## config.mk

```make
export PLATFORM = sky130hd
export DESIGN_NAME = load_store_unit_flat
export DESIGN_NICKNAME = d
export VERILOG_FILES = /design/src/rtl/load_store_unit_if.sv /design/src/rtl/load_store_unit.sv /design/src/flat_wrapper.sv
export SDC_FILE = /design/constraint.sdc
export NUM_CORES = 1
export LEC_CHECK = 0
export CORE_UTILIZATION = 44
export DETAILED_ROUTE_END_ITERATION = 12
export PLACE_DENSITY = 0.77
export SLEW_MARGIN = 15
export SYNTH_ARGS = -nofsm -noshare
export SYNTH_HDL_FRONTEND = slang
export SYNTH_SLANG_ARGS = --single-unit
```

## constraint.sdc

```tcl
create_clock -name i_clk -period 2.2 [get_ports i_clk]
set_input_delay 0.44 -clock i_clk [delete_from_list [all_inputs] [get_ports i_clk]]
set_output_delay 0.44 -clock i_clk [all_outputs]
set_load 0.05 [all_outputs]
```

## src/rtl/load_store_unit_if.sv

```systemverilog
`ifndef XLEN
`define XLEN 32
`endif
// Bundle between the core, the load/store unit and the word-wide data memory.
// Latency: none, wires only.
// Backpressure: o_ready gates acceptance of i_req; the requester holds i_req until accepted.
interface load_store_unit_if;
    // core -> unit
    logic              i_req;
    logic              i_we;
    logic [2:0]        i_funct3;
    logic [`XLEN-1:0]  i_addr;
    logic [`XLEN-1:0]  i_wdata;
    // unit -> core
    logic              o_ready;
    logic              o_done;
    logic              o_fault;
    logic [`XLEN-1:0]  o_rdata;
    // unit <-> data memory
    logic [`XLEN-1:0]  o_DM_Addr;
    logic [`XLEN-1:0]  o_DM_Wd;
    logic              o_DM_Wen;
    logic [`XLEN-1:0]  i_DM_Rd;

    // The load/store unit itself.
    modport slave (
        input  i_req, i_we, i_funct3, i_addr, i_wdata, i_DM_Rd,
        output o_ready, o_done, o_fault, o_rdata, o_DM_Addr, o_DM_Wd, o_DM_Wen
    );

    // The environment around it: core request side plus data memory.
    modport master (
        output i_req, i_we, i_funct3, i_addr, i_wdata, i_DM_Rd,
        input  o_ready, o_done, o_fault, o_rdata, o_DM_Addr, o_DM_Wd, o_DM_Wen
    );
endinterface

```

## src/rtl/load_store_unit.sv

```systemverilog
`ifndef XLEN
`define XLEN 32
`endif
// RV32I load/store sequencer: word alignment, sub-word load extension, SB/SH read-modify-write.
// Latency: fault done at c+1, loads and SW at c+2, SB/SH at c+3 (c = accept cycle).
// Backpressure: o_ready only in IDLE; requests while busy are ignored, not queued.
module load_store_unit (
    input  logic             i_clk,
    input  logic             i_rst,
    load_store_unit_if.slave bus
);
    localparam int XLEN = `XLEN;

    typedef enum logic [2:0] {IDLE, RMW_RD, LOAD, WRITE, RESP, FAULT} state_t;

    state_t            state_q, state_d;
    logic [2:0]        funct3_q;
    logic [1:0]        lane_q;
    logic [XLEN-1:0]   addr_q;
    logic [XLEN-1:0]   wd_q;      // store data, replaced by the merged word for SB/SH
    logic [XLEN-1:0]   rdata_q;
    logic              illegal;
    logic              misaligned;
    logic              accept;
    logic [7:0]        rd_byte;
    logic [15:0]       rd_half;
    logic [XLEN-1:0]   load_ext;
    logic [XLEN-1:0]   merged;

    assign accept = (state_q == IDLE) && bus.i_req;

    // Classify the access presented on the request bus at accept time
    always_comb begin
        illegal    = 1'b0;
        misaligned = 1'b0;
        if (bus.i_we) begin
            illegal = bus.i_funct3[2] || (bus.i_funct3[1:0] == 2'b11);
        end else begin
            illegal = (bus.i_funct3 == 3'b011) || (bus.i_funct3[2:1] == 2'b11);
        end
        case (bus.i_funct3[1:0])
            2'b01:   misaligned = bus.i_addr[0];
            2'b10:   misaligned = (bus.i_addr[1:0] != 2'b00);
            default: misaligned = 1'b0;
        endcase
    end

    // State register
    always_ff @(posedge i_clk) begin
        if (i_rst) state_q <= IDLE;
        else       state_q <= state_d;
    end

    // Next state and handshake outputs
    always_comb begin
        state_d     = state_q;
        bus.o_ready = 1'b0;
        bus.o_done  = 1'b0;
        bus.o_fault = 1'b0;
        case (state_q)
            IDLE: begin
                bus.o_ready = 1'b1;
                if (bus.i_req) begin
                    if (illegal || misaligned)          state_d = FAULT;
                    else if (!bus.i_we)                 state_d = LOAD;
                    else if (bus.i_funct3[1:0] == 2'b10) state_d = WRITE;
                    else                                state_d = RMW_RD;
                end
            end
            RMW_RD: state_d = WRITE;
            LOAD:   state_d = RESP;
            WRITE:  state_d = RESP;
            RESP: begin
                bus.o_done = 1'b1;
                state_d    = IDLE;
            end
            FAULT: begin
                bus.o_done  = 1'b1;
                bus.o_fault = 1'b1;
                state_d     = IDLE;
            end
            default: state_d = IDLE;
        endcase
    end

    // Lane selection and sign/zero extension of the word read from memory
    always_comb begin
        case (lane_q)
            2'd0:    rd_byte = bus.i_DM_Rd[7:0];
            2'd1:    rd_byte = bus.i_DM_Rd[15:8];
            2'd2:    rd_byte = bus.i_DM_Rd[23:16];
            default: rd_byte = bus.i_DM_Rd[31:24];
        endcase
        rd_half = lane_q[1] ? bus.i_DM_Rd[31:16] : bus.i_DM_Rd[15:0];
        case (funct3_q)
            3'b000:  load_ext = {{24{rd_byte[7]}}, rd_byte};
            3'b001:  load_ext = {{16{rd_half[15]}}, rd_half};
            3'b100:  load_ext = {24'd0, rd_byte};
            3'b101:  load_ext = {16'd0, rd_half};
            default: load_ext = bus.i_DM_Rd;
        endcase
    end

    // Merge the low byte/halfword of the store data into the old memory word
    always_comb begin
        merged = bus.i_DM_Rd;
        if (funct3_q[1:0] == 2'b00) begin
            case (lane_q)
                2'd0:    merged[7:0]   = wd_q[7:0];
                2'd1:    merged[15:8]  = wd_q[7:0];
                2'd2:    merged[23:16] = wd_q[7:0];
                default: merged[31:24] = wd_q[7:0];
            endcase
        end else if (lane_q[1]) begin
            merged[31:16] = wd_q[15:0];
        end else begin
            merged[15:0]  = wd_q[15:0];
        end
    end

    // Request latch, load result and RMW word registers
    always_ff @(posedge i_clk) begin
        if (i_rst) begin
            funct3_q <= 3'd0;
            lane_q   <= 2'd0;
            addr_q   <= '0;
            wd_q     <= '0;
            rdata_q  <= '0;
        end else begin
            if (accept) begin
                funct3_q <= bus.i_funct3;
                lane_q   <= bus.i_addr[1:0];
                addr_q   <= {bus.i_addr[XLEN-1:2], 2'b00};
                wd_q     <= bus.i_wdata;
            end
            if (state_q == LOAD)   rdata_q <= load_ext;
            if (state_q == RMW_RD) wd_q    <= merged;
        end
    end

    assign bus.o_rdata   = rdata_q;
    assign bus.o_DM_Addr = addr_q;
    // Reset in the WRITE cycle suppresses the write.
    assign bus.o_DM_Wen  = (state_q == WRITE) && !i_rst;
    assign bus.o_DM_Wd   = (state_q == WRITE) ? wd_q : '0;
endmodule

```

## src/flat_wrapper.sv

```systemverilog
// flat-port wrapper written by rule: the top's interface ports become plain ports
module load_store_unit_flat 
  (i_clk, i_rst, bus_i_req, bus_i_we, bus_i_funct3, bus_i_addr, bus_i_wdata, bus_i_DM_Rd, bus_o_ready, bus_o_done, bus_o_fault, bus_o_rdata, bus_o_DM_Addr, bus_o_DM_Wd, bus_o_DM_Wen);
  load_store_unit_if bus_i ();
  input  logic i_clk;
  input  logic i_rst;
  input wire logic [$bits(bus_i.i_req)-1:0] bus_i_req;
  input wire logic [$bits(bus_i.i_we)-1:0] bus_i_we;
  input wire logic [$bits(bus_i.i_funct3)-1:0] bus_i_funct3;
  input wire logic [$bits(bus_i.i_addr)-1:0] bus_i_addr;
  input wire logic [$bits(bus_i.i_wdata)-1:0] bus_i_wdata;
  input wire logic [$bits(bus_i.i_DM_Rd)-1:0] bus_i_DM_Rd;
  output wire logic [$bits(bus_i.o_ready)-1:0] bus_o_ready;
  output wire logic [$bits(bus_i.o_done)-1:0] bus_o_done;
  output wire logic [$bits(bus_i.o_fault)-1:0] bus_o_fault;
  output wire logic [$bits(bus_i.o_rdata)-1:0] bus_o_rdata;
  output wire logic [$bits(bus_i.o_DM_Addr)-1:0] bus_o_DM_Addr;
  output wire logic [$bits(bus_i.o_DM_Wd)-1:0] bus_o_DM_Wd;
  output wire logic [$bits(bus_i.o_DM_Wen)-1:0] bus_o_DM_Wen;
  assign bus_i.i_req = bus_i_req;
  assign bus_i.i_we = bus_i_we;
  assign bus_i.i_funct3 = bus_i_funct3;
  assign bus_i.i_addr = bus_i_addr;
  assign bus_i.i_wdata = bus_i_wdata;
  assign bus_i.i_DM_Rd = bus_i_DM_Rd;
  assign bus_o_ready = bus_i.o_ready;
  assign bus_o_done = bus_i.o_done;
  assign bus_o_fault = bus_i.o_fault;
  assign bus_o_rdata = bus_i.o_rdata;
  assign bus_o_DM_Addr = bus_i.o_DM_Addr;
  assign bus_o_DM_Wd = bus_i.o_DM_Wd;
  assign bus_o_DM_Wen = bus_i.o_DM_Wen;
  load_store_unit u_core (.i_clk(i_clk), .i_rst(i_rst), .bus(bus_i));
endmodule
```

Yosys cells after proc, flatten, opt, wreduce, memory -nomap -nowiden:

Index checks and enable logic that the tools add are counted.

* equal/unequal tests: 18
* muxes and demuxes: 23
* reduce and logical (&&, ||, !) cells: 17

Operators with widths (count)
* 2-to-1 mux 32 bit: 4
* one-hot mux 32 bit (4 select lines): 1
* 2-to-1 mux 16 bit: 3
* 2-to-1 mux 8 bit: 4
* one-hot mux 8 bit (3 select lines): 1
* equality test 3 bit (second input constant): 4
* equality test 3 x 2 -> 1 bit (second input constant): 3
* 2-to-1 mux 3 bit: 3
* one-hot mux 3 bit (3 select lines): 1
* equality test 2 bit (second input constant): 4
* equality test 3 x 1 -> 1 bit (second input constant): 2
* zero test 3 bit: 2
* equality test 2 x 1 -> 1 bit (second input constant): 2
* zero test 2 bit: 2
* 2-to-1 mux 1 bit: 4
* nonzero test 2 bit: 2
* OR reduction 2 bit: 2
* logical OR 1 bit: 3
* != test 3 x 1 -> 1 bit (second input constant): 1
* != test 3 bit (second input constant): 1
* AND reduction 3 bit: 1
* OR reduction 3 bit: 1
* logical AND 1 bit: 2
* 2-to-1 mux 2 bit: 1
* 4 further kinds: 4

* register bits after elaboration: 102
* input port bits: 103
* output and inout port bits: 100
* logic and storage cells: 66

Logic depth before layout (Yosys ltp):

* word-level depth: 7
* mapped depth: 7
* gate-level depth less buffers: 6

Worst setup path after synthesis:

OpenSTA, ideal clock, no wires.

* kind: in2out
* from: input port i_rst
* to: output port bus_o_DM_Wen
* arrival time: 2.122 ns
* data required time: 1.760 ns
* path slack: -0.362 ns
* stages: 4
* path through: clkbuf_1 buf_1 buf_1 nor3_1

* longest elaborated chain between the ends: 2

Ends and longest elaborated chain
* start, declared: line flat_wrapper.sv:6 `input logic i_rst;`
* zero test 1 bit: line load_store_unit.sv:144 `assign bus.o_DM_Wen = (state_q == WRITE) && !i_rst;`
* logical AND 1 bit: line load_store_unit.sv:144
* end, declared: line flat_wrapper.sv:19 `output wire logic [$bits(bus_i.o_DM_Wen)-1:0] bus_o_DM_Wen;`

No other way between the ends.

Final worst setup path:

* from: register u_core.state_q[1]
* to: output port bus_o_DM_Wd[6]

* longest elaborated chain between the ends: 2

Ends and longest elaborated chain
* start, declared: line load_store_unit.sv:16 `state_t state_q, state_d;`
* start signal, assigned: line load_store_unit.sv:51 `else state_q <= state_d;`
* equality test 3 x 2 -> 1 bit: line load_store_unit.sv:145 `assign bus.o_DM_Wd = (state_q == WRITE) ? wd_q : '0;`
* 2-to-1 mux 32 bit: line load_store_unit.sv:145
* end, declared: line flat_wrapper.sv:18 `output wire logic [$bits(bus_i.o_DM_Wd)-1:0] bus_o_DM_Wd;`

No other way between the ends.

==> impl_results.md <==
* Vias after detailed routing at 5706
* Cell area power density at 1140 mW/mm²
* Initial Util at 0.454
* Crit share post-route at 0.947
* Max-slew violations at 0
* CP max FO at 32
* Core box area at 0.0115 mm²
* WP data required at 1760 ps
* CTS root buf: clkbuf_16
* Arr. time, crit path at 1640 ps
* Yosys cell types at 47
* CTS resizes at 0
* Worst-path clk slew at 70 ps
* Die Width at 111 µm
* Commonest non-fill, non-tap cell in the layout: clkdlybuf4s50_1
* Row cnt at 39
* DRC Markers at 0
* # setup viols final at 0
* CTS hold repair buffers at 0
* Type of origin of the critical path: flip-flop
* Sequential share of the synthesized area at 0.392
* Die Ht at 111 µm
* Worst Path Class, Setup: reg -> out
* Skew-Pair Late Insertion Delay at 340 ps
* Layout area overhead at 56.1%
* Critical path endpoint category: output pin
* Post-synth ARST share at 0
* Mapped cell area at 0.00521 mm²
* GRT Util Overall at 0.303
* Outcome: complete, no violations
* Grt ovf at 0
* Final worst setup slack at 116 ps
* Setup Skew at 7.33 ps
* Total Power at 9300 µW
* Util after Layout at 0.709
* Final #Nets at 957
* CTS max path bufs at 2
* Routed len/inst at 18.7 µm
* Slew margin rel. at 0.432
* Max cap viols at 0
* PortBufs at 200
* Share of cells above drive strength 1 at 0.131
* Max Freq at 480 MHz
* RSZ-0062 raised after global routing: no
* Largest net degree at the start of global routing at 54
* CTS tree: built
* Worst vdd ir at 862 µV
* Syn Area/Cell at 7.87 µm²
* # IOs at 203
* Yosys warns at 0
* CTS buffer count at 9
* Final Instance Area at 0.00813 mm²
* EDFF count, synth at 0
* Worst slew pin tran at 853 ps
* Iter 0 DRT Violations at 382
* Vias in the first global route at 5664
* First-pass DRT Iterations at 5
* Post-Synthesis Cells at 662
* GPL Wtd Cong at 0.902
* Pre-CTS setup slack at -288 ps
* Initial antenna violation count at 1
* Setup Fix Bufs, Post-CTS at 0
* Final hold vios at 0
* Vias per inst at 5.71
* Most frequent cells in the layout: clkdlybuf4s50_1, nand2_1, dfxtp_1, a21oi_1, nor2_1
* Placement-stage cell area at 0.00783 mm²
* H-Tree Depth at 3
* Post-route ant nets at 0
* Die area at 0.0123 mm²
* TritonCTS Sinks at 102
* Routed WL at 18.7 mm
* Post-synth top flop: dfxtp_1
* HP Class: reg -> reg
* Tmin final at 2080 ps
* Static leakage power at 0.00305 µW
* First-pass GRT wire length at 29.6 mm
* Seq cells post-synth at 102
* HPWL after detailed placement at 14.0 mm
* Fin Setup TNS at 0 ps
-- Yosys cell counts (all sizes together), types with 6 or more instances --
cell       n  area share
a2111oi    9       0.015
a211oi    34       0.049
a21boi     8       0.012
a21oi     60       0.058
a22o       9       0.015
a311oi     8       0.016
a31oi      8      0.0096
and2      34       0.041
and3       8      0.0096
buf       19       0.020
clkbuf    41       0.030
dfxtp    102        0.39
mux2i     23       0.044
nand2    138       0.099
nand3     10      0.0096
nand3b    16       0.023
nor2      51       0.037
nor2b      8      0.0096
nor3       6      0.0058
o21ai     30       0.029
-- registers in the layout, summed over array words and instances (netlist names) --
signal / flops
u_core.bus.o_rdata: 32
u_core.wd_q: 32
u_core.bus.o_DM_Addr: 30
u_core.funct3_q: 3
u_core.state_q: 3
u_core.lane_q: 2
-- cells by family (layout without fill, tap and decap cells) --
kind of cell,Yosys count,in the layout,synth area share
compound gates,181,181,0.231
simple gates,284,284,0.261
other cells,1,3,0.000720
flops,102,102,0.392
fa+ha+maj,3,3,0.00721
buf+inv,64,257,0.0529
mux,27,27,0.0550
-- area by class of cell --
cell class	instances	area (µm²)
diodes	1	2.50
clock buffers	11	253
clock inverters	5	33.8
fillers	905	3340
inverters	4	15.0
multi-input cells	497	2910
flip-flops and latches	102	2040
well taps	143	179
repair buffers	237	2690
-- where the power goes --
part / internal, µW / switching (µW)
logic: 1910 / 3040
registers: 2410 / 395
clock network: 828 / 716
total: 5140 / 4150
-- per-layer routing --
metal / vias up / wire (µm) / global-route usage
li1: 2696 / - / -
met1: 2661 / 7540 / 0.368
met2: 308 / 8760 / 0.497
met3: 41 / 1670 / 0.0722
met4: 0 / 728 / 0.161
met5: - / 0 / 0
-- metrics by stage --
step | cells | hold slack [ps]
floorplan | 663 | 451
global placement | 983 | 442
detailed placement | 983 | 448
CTS | 999 | 461
global route | 1000 | 476
finish | 1000 | 459
-- worst paths after layout --
path	from	endpoint	slack [ps]	cells after the start
max	u_core.state_q[1]	bus_o_DM_Wd[6]	120	5
min	u_core.bus.o_DM_Addr[9]	u_core.bus.o_DM_Addr[9]	460	2
max reg2reg	u_core.state_q[2]	u_core.wd_q[9]	150	5
min reg2reg	u_core.bus.o_DM_Addr[9]	u_core.bus.o_DM_Addr[9]	460	2
-- critical path: stages (launching register included) --
cell and delay (ps):
dfxtp_2 420, nand2_1 100, nor2_1 180, buf_12 190
and2_1 240, buf_12 160
Note: power is estimated with default switching activity, not from simulation.
